<file path="src/rtl/iob_reset_manager.sv">
// Power-on reset sequencer: waits for PLL lock, holds every reset channel, releases
// channels one at a time, then optionally waits for memory calibration before ready_o.
module iob_reset_manager #(
    parameter int N_RST       = 3,
    parameter int DURATION    = 10,
    parameter int STAGGER     = 4,
    parameter int WAIT_CALIB  = 1,
    parameter int CAL_TIMEOUT = 1000,
    parameter int CNT_W       = 16
) (
    input  logic             clk_i,
    input  logic             arstn_i,
    input  logic             cke_i,
    input  logic             locked_i,
    input  logic             calib_done_i,
    input  logic             sw_rst_i,
    output logic [N_RST-1:0] rst_o,
    output logic             ready_o,
    output logic             calib_err_o,
    output logic [2:0]       state_o
);

    typedef enum logic [2:0] {
        WAIT_LOCK = 3'd0,
        HOLD      = 3'd1,
        RELEASE   = 3'd2,
        WAIT_CAL  = 3'd3,
        RUN       = 3'd4
    } state_t;

    // idx must be able to hold N_RST itself (one past the last channel)
    localparam int IDX_W = $clog2(N_RST + 1);

    localparam logic [CNT_W-1:0] DUR_LAST = CNT_W'(DURATION - 1);
    localparam logic [CNT_W-1:0] STG_LAST = CNT_W'(STAGGER - 1);
    localparam logic [CNT_W-1:0] CAL_LAST = CNT_W'((CAL_TIMEOUT > 0) ? CAL_TIMEOUT - 1 : 0);
    localparam logic [IDX_W-1:0] IDX_LAST = IDX_W'(N_RST - 1);

    logic [1:0]       lock_ff;
    logic [1:0]       cal_ff;
    logic             lock_s;
    logic             cal_s;

    state_t           state_q, state_d;
    logic [CNT_W-1:0] cnt_q, cnt_d;
    logic [IDX_W-1:0] idx_q, idx_d;
    logic [N_RST-1:0] rst_q, rst_d;
    logic             ready_q, ready_d;
    logic             err_q, err_d;

    always_ff @(posedge clk_i or negedge arstn_i) begin
        if (!arstn_i) begin
            lock_ff <= 2'b00;
            cal_ff  <= 2'b00;
        end else begin
            lock_ff <= {lock_ff[0], locked_i};
            cal_ff  <= {cal_ff[0], calib_done_i};
        end
    end

    assign lock_s = lock_ff[1];
    assign cal_s  = cal_ff[1];

    always_ff @(posedge clk_i or negedge arstn_i) begin
        if (!arstn_i) begin
            state_q <= WAIT_LOCK;
            cnt_q   <= '0;
            idx_q   <= '0;
            rst_q   <= '1;
            ready_q <= 1'b0;
            err_q   <= 1'b0;
        end else begin
            state_q <= state_d;
            cnt_q   <= cnt_d;
            idx_q   <= idx_d;
            rst_q   <= rst_d;
            ready_q <= ready_d;
            err_q   <= err_d;
        end
    end

    always_comb begin
        state_d = state_q;
        cnt_d   = cnt_q;
        idx_d   = idx_q;
        rst_d   = rst_q;
        ready_d = ready_q;
        err_d   = err_q;

        // Lock loss acts even while the clock enable is low
        if (state_q != WAIT_LOCK && !lock_s) begin
            state_d = WAIT_LOCK;
            cnt_d   = '0;
            idx_d   = '0;
            rst_d   = '1;
            ready_d = 1'b0;
        end else if (cke_i) begin
            if (sw_rst_i && (state_q == RELEASE || state_q == WAIT_CAL || state_q == RUN)) begin
                state_d = HOLD;
                cnt_d   = '0;
                idx_d   = '0;
                rst_d   = '1;
                ready_d = 1'b0;
            end else begin
                case (state_q)
                    WAIT_LOCK: begin
                        if (lock_s) begin
                            state_d = HOLD;
                            cnt_d   = '0;
                        end
                    end
                    HOLD: begin
                        if (cnt_q == DUR_LAST) begin
                            state_d  = RELEASE;
                            rst_d[0] = 1'b0;
                            idx_d    = IDX_W'(1);
                            cnt_d    = '0;
                        end else begin
                            cnt_d = cnt_q + CNT_W'(1);
                        end
                    end
                    RELEASE: begin
                        if (N_RST == 1) begin
                            state_d = WAIT_CAL;
                            cnt_d   = '0;
                        end else if (cnt_q == STG_LAST) begin
                            for (int i = 0; i < N_RST; i++) begin
                                if (IDX_W'(i) == idx_q) rst_d[i] = 1'b0;
                            end
                            idx_d = idx_q + IDX_W'(1);
                            cnt_d = '0;
                            if (idx_q == IDX_LAST) state_d = WAIT_CAL;
                        end else begin
                            cnt_d = cnt_q + CNT_W'(1);
                        end
                    end
                    WAIT_CAL: begin
                        if (WAIT_CALIB == 0 || cal_s) begin
                            state_d = RUN;
                            ready_d = 1'b1;
                        end else if (CAL_TIMEOUT != 0 && cnt_q == CAL_LAST) begin
                            state_d = RUN;
                            ready_d = 1'b1;
                            err_d   = 1'b1;
                        end else begin
                            cnt_d = cnt_q + CNT_W'(1);
                        end
                    end
                    RUN: begin
                    end
                    default: begin
                        state_d = WAIT_LOCK;
                        cnt_d   = '0;
                        idx_d   = '0;
                        rst_d   = '1;
                        ready_d = 1'b0;
                    end
                endcase
            end
        end
    end

    assign rst_o       = rst_q;
    assign ready_o     = ready_q;
    assign calib_err_o = err_q;
    assign state_o     = state_q;

endmodule

</file>
<file path="config.mk">
export PLATFORM = sky130hd
export DESIGN_NAME = iob_reset_manager
export DESIGN_NICKNAME = d
export VERILOG_FILES = /design/src/rtl/iob_reset_manager.sv
export SDC_FILE = /design/constraint.sdc
export NUM_CORES = 1
export LEC_CHECK = 0
export BUFFER_PORTS_ARGS = -buffer_cell sky130_fd_sc_hd__clkbuf_2
export CORE_MARGIN = 2
export CORE_UTILIZATION = 50
export DETAILED_ROUTE_END_ITERATION = 6
export PLACE_DENSITY = 0.68
export REMOVE_ABC_BUFFERS = 1
export SYNTH_ARGS = -nofsm -noshare
export SYNTH_HDL_FRONTEND = slang
export SYNTH_SLANG_ARGS = --single-unit
</file>
<file path="constraint.sdc">
create_clock -name clk_i -period 3.1 [get_ports clk_i]
set_clock_uncertainty 0.05 [all_clocks]
set_input_delay 0.465 -clock clk_i [delete_from_list [all_inputs] [get_ports clk_i]]
set_output_delay 0.465 -clock clk_i [all_outputs]
set_load 0.01 [all_outputs]
</file>
==> results of run 1 <==
[power by group through the flow]
stage          clock network, mW  registers, mW  logic, mW
3_5_place_dp                   0          0.530      0.439
6_report                   0.376          0.523      0.439
4_1_cts                    0.387          0.523      0.440
2_1_floorplan                  0          0.530      0.291
5_1_grt                    0.399          0.534      0.486
3_3_place_gp                   0          0.523      0.428
[cells in the mapped netlist, types with 3 or more instances]
cell type and instances:
and2_1 3, dfrtp_1 27, nor2_1 8, nor4_1 4, dfstp_2 3, nand2b_1 3, o21a_1 3, or2_2 3
nand4_1 7, inv_1 7, nand2_1 18, ha_1 5, nor3_1 8, nand3_1 11, o21ai_0 10, and3_1 3
a21o_1 3, clkbuf_1 5, or3_1 6, o31ai_1 5, nor2b_1 3, buf_2 7, a31oi_1 4, a21oi_1 9
or4_1 4, a221o_1 3
[sequential cells by signal (all words and copies together), names as in the netlist]
register	flops
cnt_q	16
rst_o	3
state_o	3
cal_ff	2
idx_q	2
lock_ff	2
calib_err_o	1
ready_o	1
[final timing paths]
| check | from | to | slack [ns] | depth (start not counted) |
|---|---|---|---|---|
| max in group asynchronous | arstn_i | cnt_q[1] | 2.36 | 1 |
| min in group clk_i | locked_i | lock_ff[0] | 0.23 | 1 |
| min | arstn_i | state_o[1] | 0.17 | 1 |
| max | state_o[0] | cnt_q[2] | 0.40 | 5 |
| max reg2reg | state_o[0] | cnt_q[2] | 0.40 | 5 |
| min reg2reg | lock_ff[0] | lock_ff[1] | 0.30 | 0 |
[logic make-up (layout without fill, tap and decap cells)]
group           after synthesis  count (layout)  synth area share
compound gates               56              56             0.212
fa+ha+maj                     5               5            0.0338
buf+inv                      21              29            0.0521
flops                        30              30             0.408
mux                           3               3            0.0169
simple gates                 91              91             0.277
[critical path: stages (launching register included)]
cell	delay, ns
dfrtp_1	0.56
or3b_1	0.46
nor2_1	0.21
a211o_1	0.71
a31oi_1	0.20
a311o_1	0.40
[metrics by stage]
stage               std cells  hold slack [ns]   util  setup WS [ns]
global route              262            0.223  0.561          0.200
CTS                       262            0.192  0.561          0.408
detailed placement        254            0.291  0.531          0.374
finish                    262            0.170  0.561          0.403
floorplan                 192            0.119      -          0.739
global placement          254            0.283  0.531          0.515
[cell type report]
cell class / instances / share of cell area
repair buffers: 14 / 0.0359
well taps: 48 / 0.0297
clock buffers: 8 / 0.0544
inverters: 7 / 0.0130
multi-input cells: 155 / 0.494
flip-flops and latches: 30 / 0.373
[per-layer routing]
layer	vias up	track usage	wire (µm)
met5	-	0	0
met4	0	0.0984	81
met3	8	0.0538	210
met2	38	0.330	1900
met1	809	0.290	1970
li1	796	-	-
==> results.sh, run 1 <==
export IMPL_status="finished clean"
export IMPL_fillCellCount=335
export IMPL_cellLeakagePower_nw=0.826
export IMPL_area_growth_pct=9.33
export IMPL_path_class="flip-flop to flip-flop"
export IMPL_postCtsSetupRepairBufs=0
export IMPL_final_common_cell="dfrtp_1"
export IMPL_drive_gt1_frac=0.150
export IMPL_crit_path_end_kind="flip-flop"
export IMPL_switching_power_mw=0.487
export IMPL_synth_flop_cell="dfrtp_1"
export IMPL_dp_hpwl_mm=2.96
export IMPL_ios=14
export IMPL_multi_input_area_um2=1000
export IMPL_async_reset_ff_frac=1.00
export IMPL_synth_cell_type_count=53
export IMPL_p_sw_frac=0.364
export IMPL_avgSynthCellArea_um2=8.98
export IMPL_worst_slew_pin_transition_ns=0.824
export IMPL_std_cell_rows=22
export IMPL_final_setup_viol_count=0
export IMPL_clock_path_buffers=2
export IMPL_slew_viol_final=0
export IMPL_placed_area_mm2=0.00191
export IMPL_rsz0062_at_grt="false"
export IMPL_synth_area_mm2=0.00185
export IMPL_cts_buffers_inserted=5
export IMPL_cp_start_kind="flip-flop"
export IMPL_postRouteAntennaNets=0
export IMPL_yosysSeqAreaShare=0.408
export IMPL_timing_slew_headroom=0.451
export IMPL_tritoncts="yes"
export IMPL_p_int_mw=0.851
export IMPL_power_frac_comb=0.328
export IMPL_synth_area_top_cells="dfrtp_1, dfstp_2, nand2_1, ha_1, nand3_1"
export IMPL_period_minus_slack_ns=2.70
export IMPL_hold_buffers=0
export IMPL_cellPowerDensity_mw_per_mm2=661
export IMPL_htree_num_levels=2
export IMPL_drc=0
export IMPL_vias=1651
export IMPL_max_freq_mhz=371
export IMPL_yosys_warnings=0
export IMPL_seqCellArea_um2=754
export IMPL_drt_iter0_markers=102
export IMPL_grt_total_usage=0.216
export IMPL_antenna_found_initial=0
export IMPL_cts_sinks=30
export IMPL_final_net_count=224
export IMPL_maxCapViolations=0
export IMPL_path_clk_slew_ns=0.07
export IMPL_first_pass_iters=4
export IMPL_power_share_clock=0.281
export IMPL_peakVddDrop_mv=0.395
export IMPL_die_w_um=64.8
export IMPL_vias_per_cell=6.30
export IMPL_synth_edff_count=0
export IMPL_dieArea_mm2=0.00420
export IMPL_gr_total_overflow=0
export IMPL_arrival_ns=2.82
export IMPL_most_common_layout_cells="dfrtp_1, nand2_1, clkbuf_2, nand3_1, o21ai_0"
export IMPL_cts_root_buf="clkbuf_8"
export IMPL_synth_top_area_cell="dfrtp_1"
export IMPL_gp_congestion=0.897
export IMPL_die_h_um=64.8
export IMPL_seqPwrFrac=0.391
export IMPL_grt_max_degree=31
export IMPL_antenna_cells=0
export IMPL_wire_per_inst_um=15.9
export IMPL_p_total_mw=1.34
export IMPL_grt_first_pass_wirelength_mm=6.96
export IMPL_io_buffers=13
export IMPL_ys_ff_latch=30
export IMPL_path_max_fanout=30
export IMPL_synth_top_area_frac=0.365
export IMPL_clock_latency_ns=0.29
export IMPL_timing_final_hold_violations=0
export IMPL_coreArea_mm2=0.00361
export IMPL_finalInstanceArea_mm2=0.00202
export IMPL_initial_core_util=0.513
export IMPL_hold_path_class="input pin to async pin"
export IMPL_wl_mm=4.16
export IMPL_syn_instance_count=206
export IMPL_finalCritPeriodShare=0.870
export IMPL_setup_tns_ns=0
export IMPL_cts_resized_gates=0
export IMPL_crit_required_ns=3.23
export IMPL_grt_pass1_vias=1526
No activity file was read; power rests on OpenSTA's default activity.
==> run 2: changes to the inputs <==
--- a/config.mk
+++ b/config.mk
@@ -7,9 +7,8 @@
 export LEC_CHECK = 0
 export BUFFER_PORTS_ARGS = -buffer_cell sky130_fd_sc_hd__clkbuf_2
 export CORE_MARGIN = 2
-export CORE_UTILIZATION = 50
+export CORE_UTILIZATION = 45
 export DETAILED_ROUTE_END_ITERATION = 6
-export PLACE_DENSITY = 0.68
 export REMOVE_ABC_BUFFERS = 1
 export SYNTH_ARGS = -nofsm -noshare
 export SYNTH_HDL_FRONTEND = slang
==> run 2 against run 1 <==
Count of clock-buffer cells in the layout is 3 lower. Worst setup slack worse by 0.062 ns. Global-route usage is 1.0 points lower. Via count is 3.3% lower. Worst hold slack hardly changed. Critical endpoint unchanged.
==> results.sh, run 2 (same netlist as run 1, synthesis figures left out) <==
export IMPL_initial_core_util=0.466
export IMPL_cts_root_buf="clkbuf_8"
export IMPL_slew_viol_final=0
export IMPL_largest_reg_flops=16
export IMPL_io_buffers=13
export IMPL_crit_required_ns=3.21
export IMPL_clock_latency_ns=0.28
export IMPL_final_net_count=225
export IMPL_antenna_cells=0
export IMPL_die_w_um=68.1
export IMPL_final_common_cell="dfrtp_1"
export IMPL_grt_pass1_vias=1472
export IMPL_antenna_found_initial=0
export IMPL_coreArea_mm2=0.00397
export IMPL_path_max_fanout=30
export IMPL_drc=0
export IMPL_cellPowerDensity_mw_per_mm2=670
export IMPL_critPathMaxStageDelay_ns=0.68
export IMPL_setup_tns_ns=0
export IMPL_path_class="flip-flop to flip-flop"
export IMPL_arrival_ns=2.87
export IMPL_dp_hpwl_mm=3.02
export IMPL_finalInstanceArea_mm2=0.00204
export IMPL_crit_buf_inv=0
export IMPL_vias_per_cell=6.03
export IMPL_p_total_mw=1.36
export IMPL_die_h_um=68.1
export IMPL_gp_congestion=0.934
export IMPL_grt_max_degree=31
export IMPL_grt_total_usage=0.206
export IMPL_cts_buffers_inserted=5
export IMPL_peakVddDrop_mv=0.461
export IMPL_status="finished clean"
export IMPL_max_freq_mhz=362
export IMPL_timing_final_hold_violations=0
export IMPL_hold_path_class="input pin to async pin"
export IMPL_ios=14
export IMPL_drt_iter0_markers=111
export IMPL_dieArea_mm2=0.00464
export IMPL_cellLeakagePower_nw=0.823
export IMPL_htree_num_levels=2
export IMPL_postCtsSetupRepairBufs=0
export IMPL_path_clk_slew_ns=0.07
export IMPL_regMostFlops="cnt_q"
export IMPL_crit_path_top_delay_cell="a211o_1"
export IMPL_postRouteAntennaNets=0
export IMPL_std_cell_rows=23
export IMPL_hold_buffers=0
export IMPL_cts_sinks=30
export IMPL_first_pass_iters=5
export IMPL_most_common_layout_cells="dfrtp_1, nand2_1, clkbuf_2, nand3_1, o21ai_0"
export IMPL_finalCritPeriodShare=0.890
export IMPL_crit_path_end_kind="flip-flop"
export IMPL_placed_area_mm2=0.00192
export IMPL_final_setup_viol_count=0
export IMPL_maxCapViolations=0
export IMPL_tritoncts="yes"
export IMPL_cts_resized_gates=0
export IMPL_drive_gt1_frac=0.153
export IMPL_clock_path_buffers=2
export IMPL_crit_chain="nor4_1 -> and4_1 -> a211o_1 -> a31oi_1 -> a311o_1"
export IMPL_crit_family="compound AO/OA/AOI/OAI gates"
export IMPL_cp_start_kind="flip-flop"
export IMPL_rsz0062_at_grt="false"
export IMPL_gr_total_overflow=0
export IMPL_period_minus_slack_ns=2.76
export IMPL_grt_first_pass_wirelength_mm=7.13
export IMPL_timing_slew_headroom=0.461
export IMPL_wire_per_inst_um=15.6
export IMPL_area_growth_pct=10.1
export IMPL_worst_slew_pin_transition_ns=0.808
export IMPL_utilization=0.513
export IMPL_wl_mm=4.13
export IMPL_vias=1597
[run 2: path summary, 6_finish.rpt]
path / from / endpoint / slack [ns] / cells past startpoint
max in group asynchronous: arstn_i / cnt_q[7] / 2.37 / 1
setup reg to reg: cnt_q[13] / cnt_q[2] / 0.34 / 5
setup / recovery: cnt_q[13] / cnt_q[2] / 0.34 / 5
hold / removal: arstn_i / cnt_q[3] / 0.17 / 1
hold reg to reg: cal_ff[0] / cal_ff[1] / 0.30 / 0
min in group clk_i: locked_i / lock_ff[0] / 0.24 / 1
[run 2: worst register-to-register path: stages, from the launching register on]
cell	delay (ns)
dfrtp_1	0.41
nor4_1	0.49
and4_1	0.36
a211o_1	0.68
a31oi_1	0.22
a311o_1	0.41
[run 2: layout make-up]
type | count | area, µm²
clock buffers | 5 | 68.8
clock inverters | 3 | 45.0
fillers | 375 | 1930
inverters | 7 | 26.3
multi-input cells | 155 | 1000
flip-flops and latches | 30 | 754
well taps | 50 | 62.6
repair buffers | 15 | 80.1
[run 2: report_power, final]
group | switching [mW] | internal, mW | total [mW]
Clock | 0.161 | 0.239 | 0.400
Combinational | 0.265 | 0.178 | 0.443
Sequential | 0.0671 | 0.453 | 0.520
Total | 0.494 | 0.870 | 1.36
[run 2: per-layer routing]
layer	GRT usage	vias to the layer above	share of wire
li1	-	793	-
met1	0.295	757	0.48
met2	0.314	45	0.47
met3	0.0477	2	0.048
met4	0.0525	0	0.0046
met5	0	-	0
[run 2: per-stage QoR]
| stage | worst slack, ns | hold WS [ns] | cells |
|---|---|---|---|
| floorplan | 0.739 | 0.119 | 192 |
| global placement | 0.502 | 0.290 | 257 |
| detailed placement | 0.401 | 0.286 | 257 |
| CTS | 0.369 | 0.202 | 265 |
| global route | 0.145 | 0.218 | 265 |
| finish | 0.341 | 0.170 | 265 |
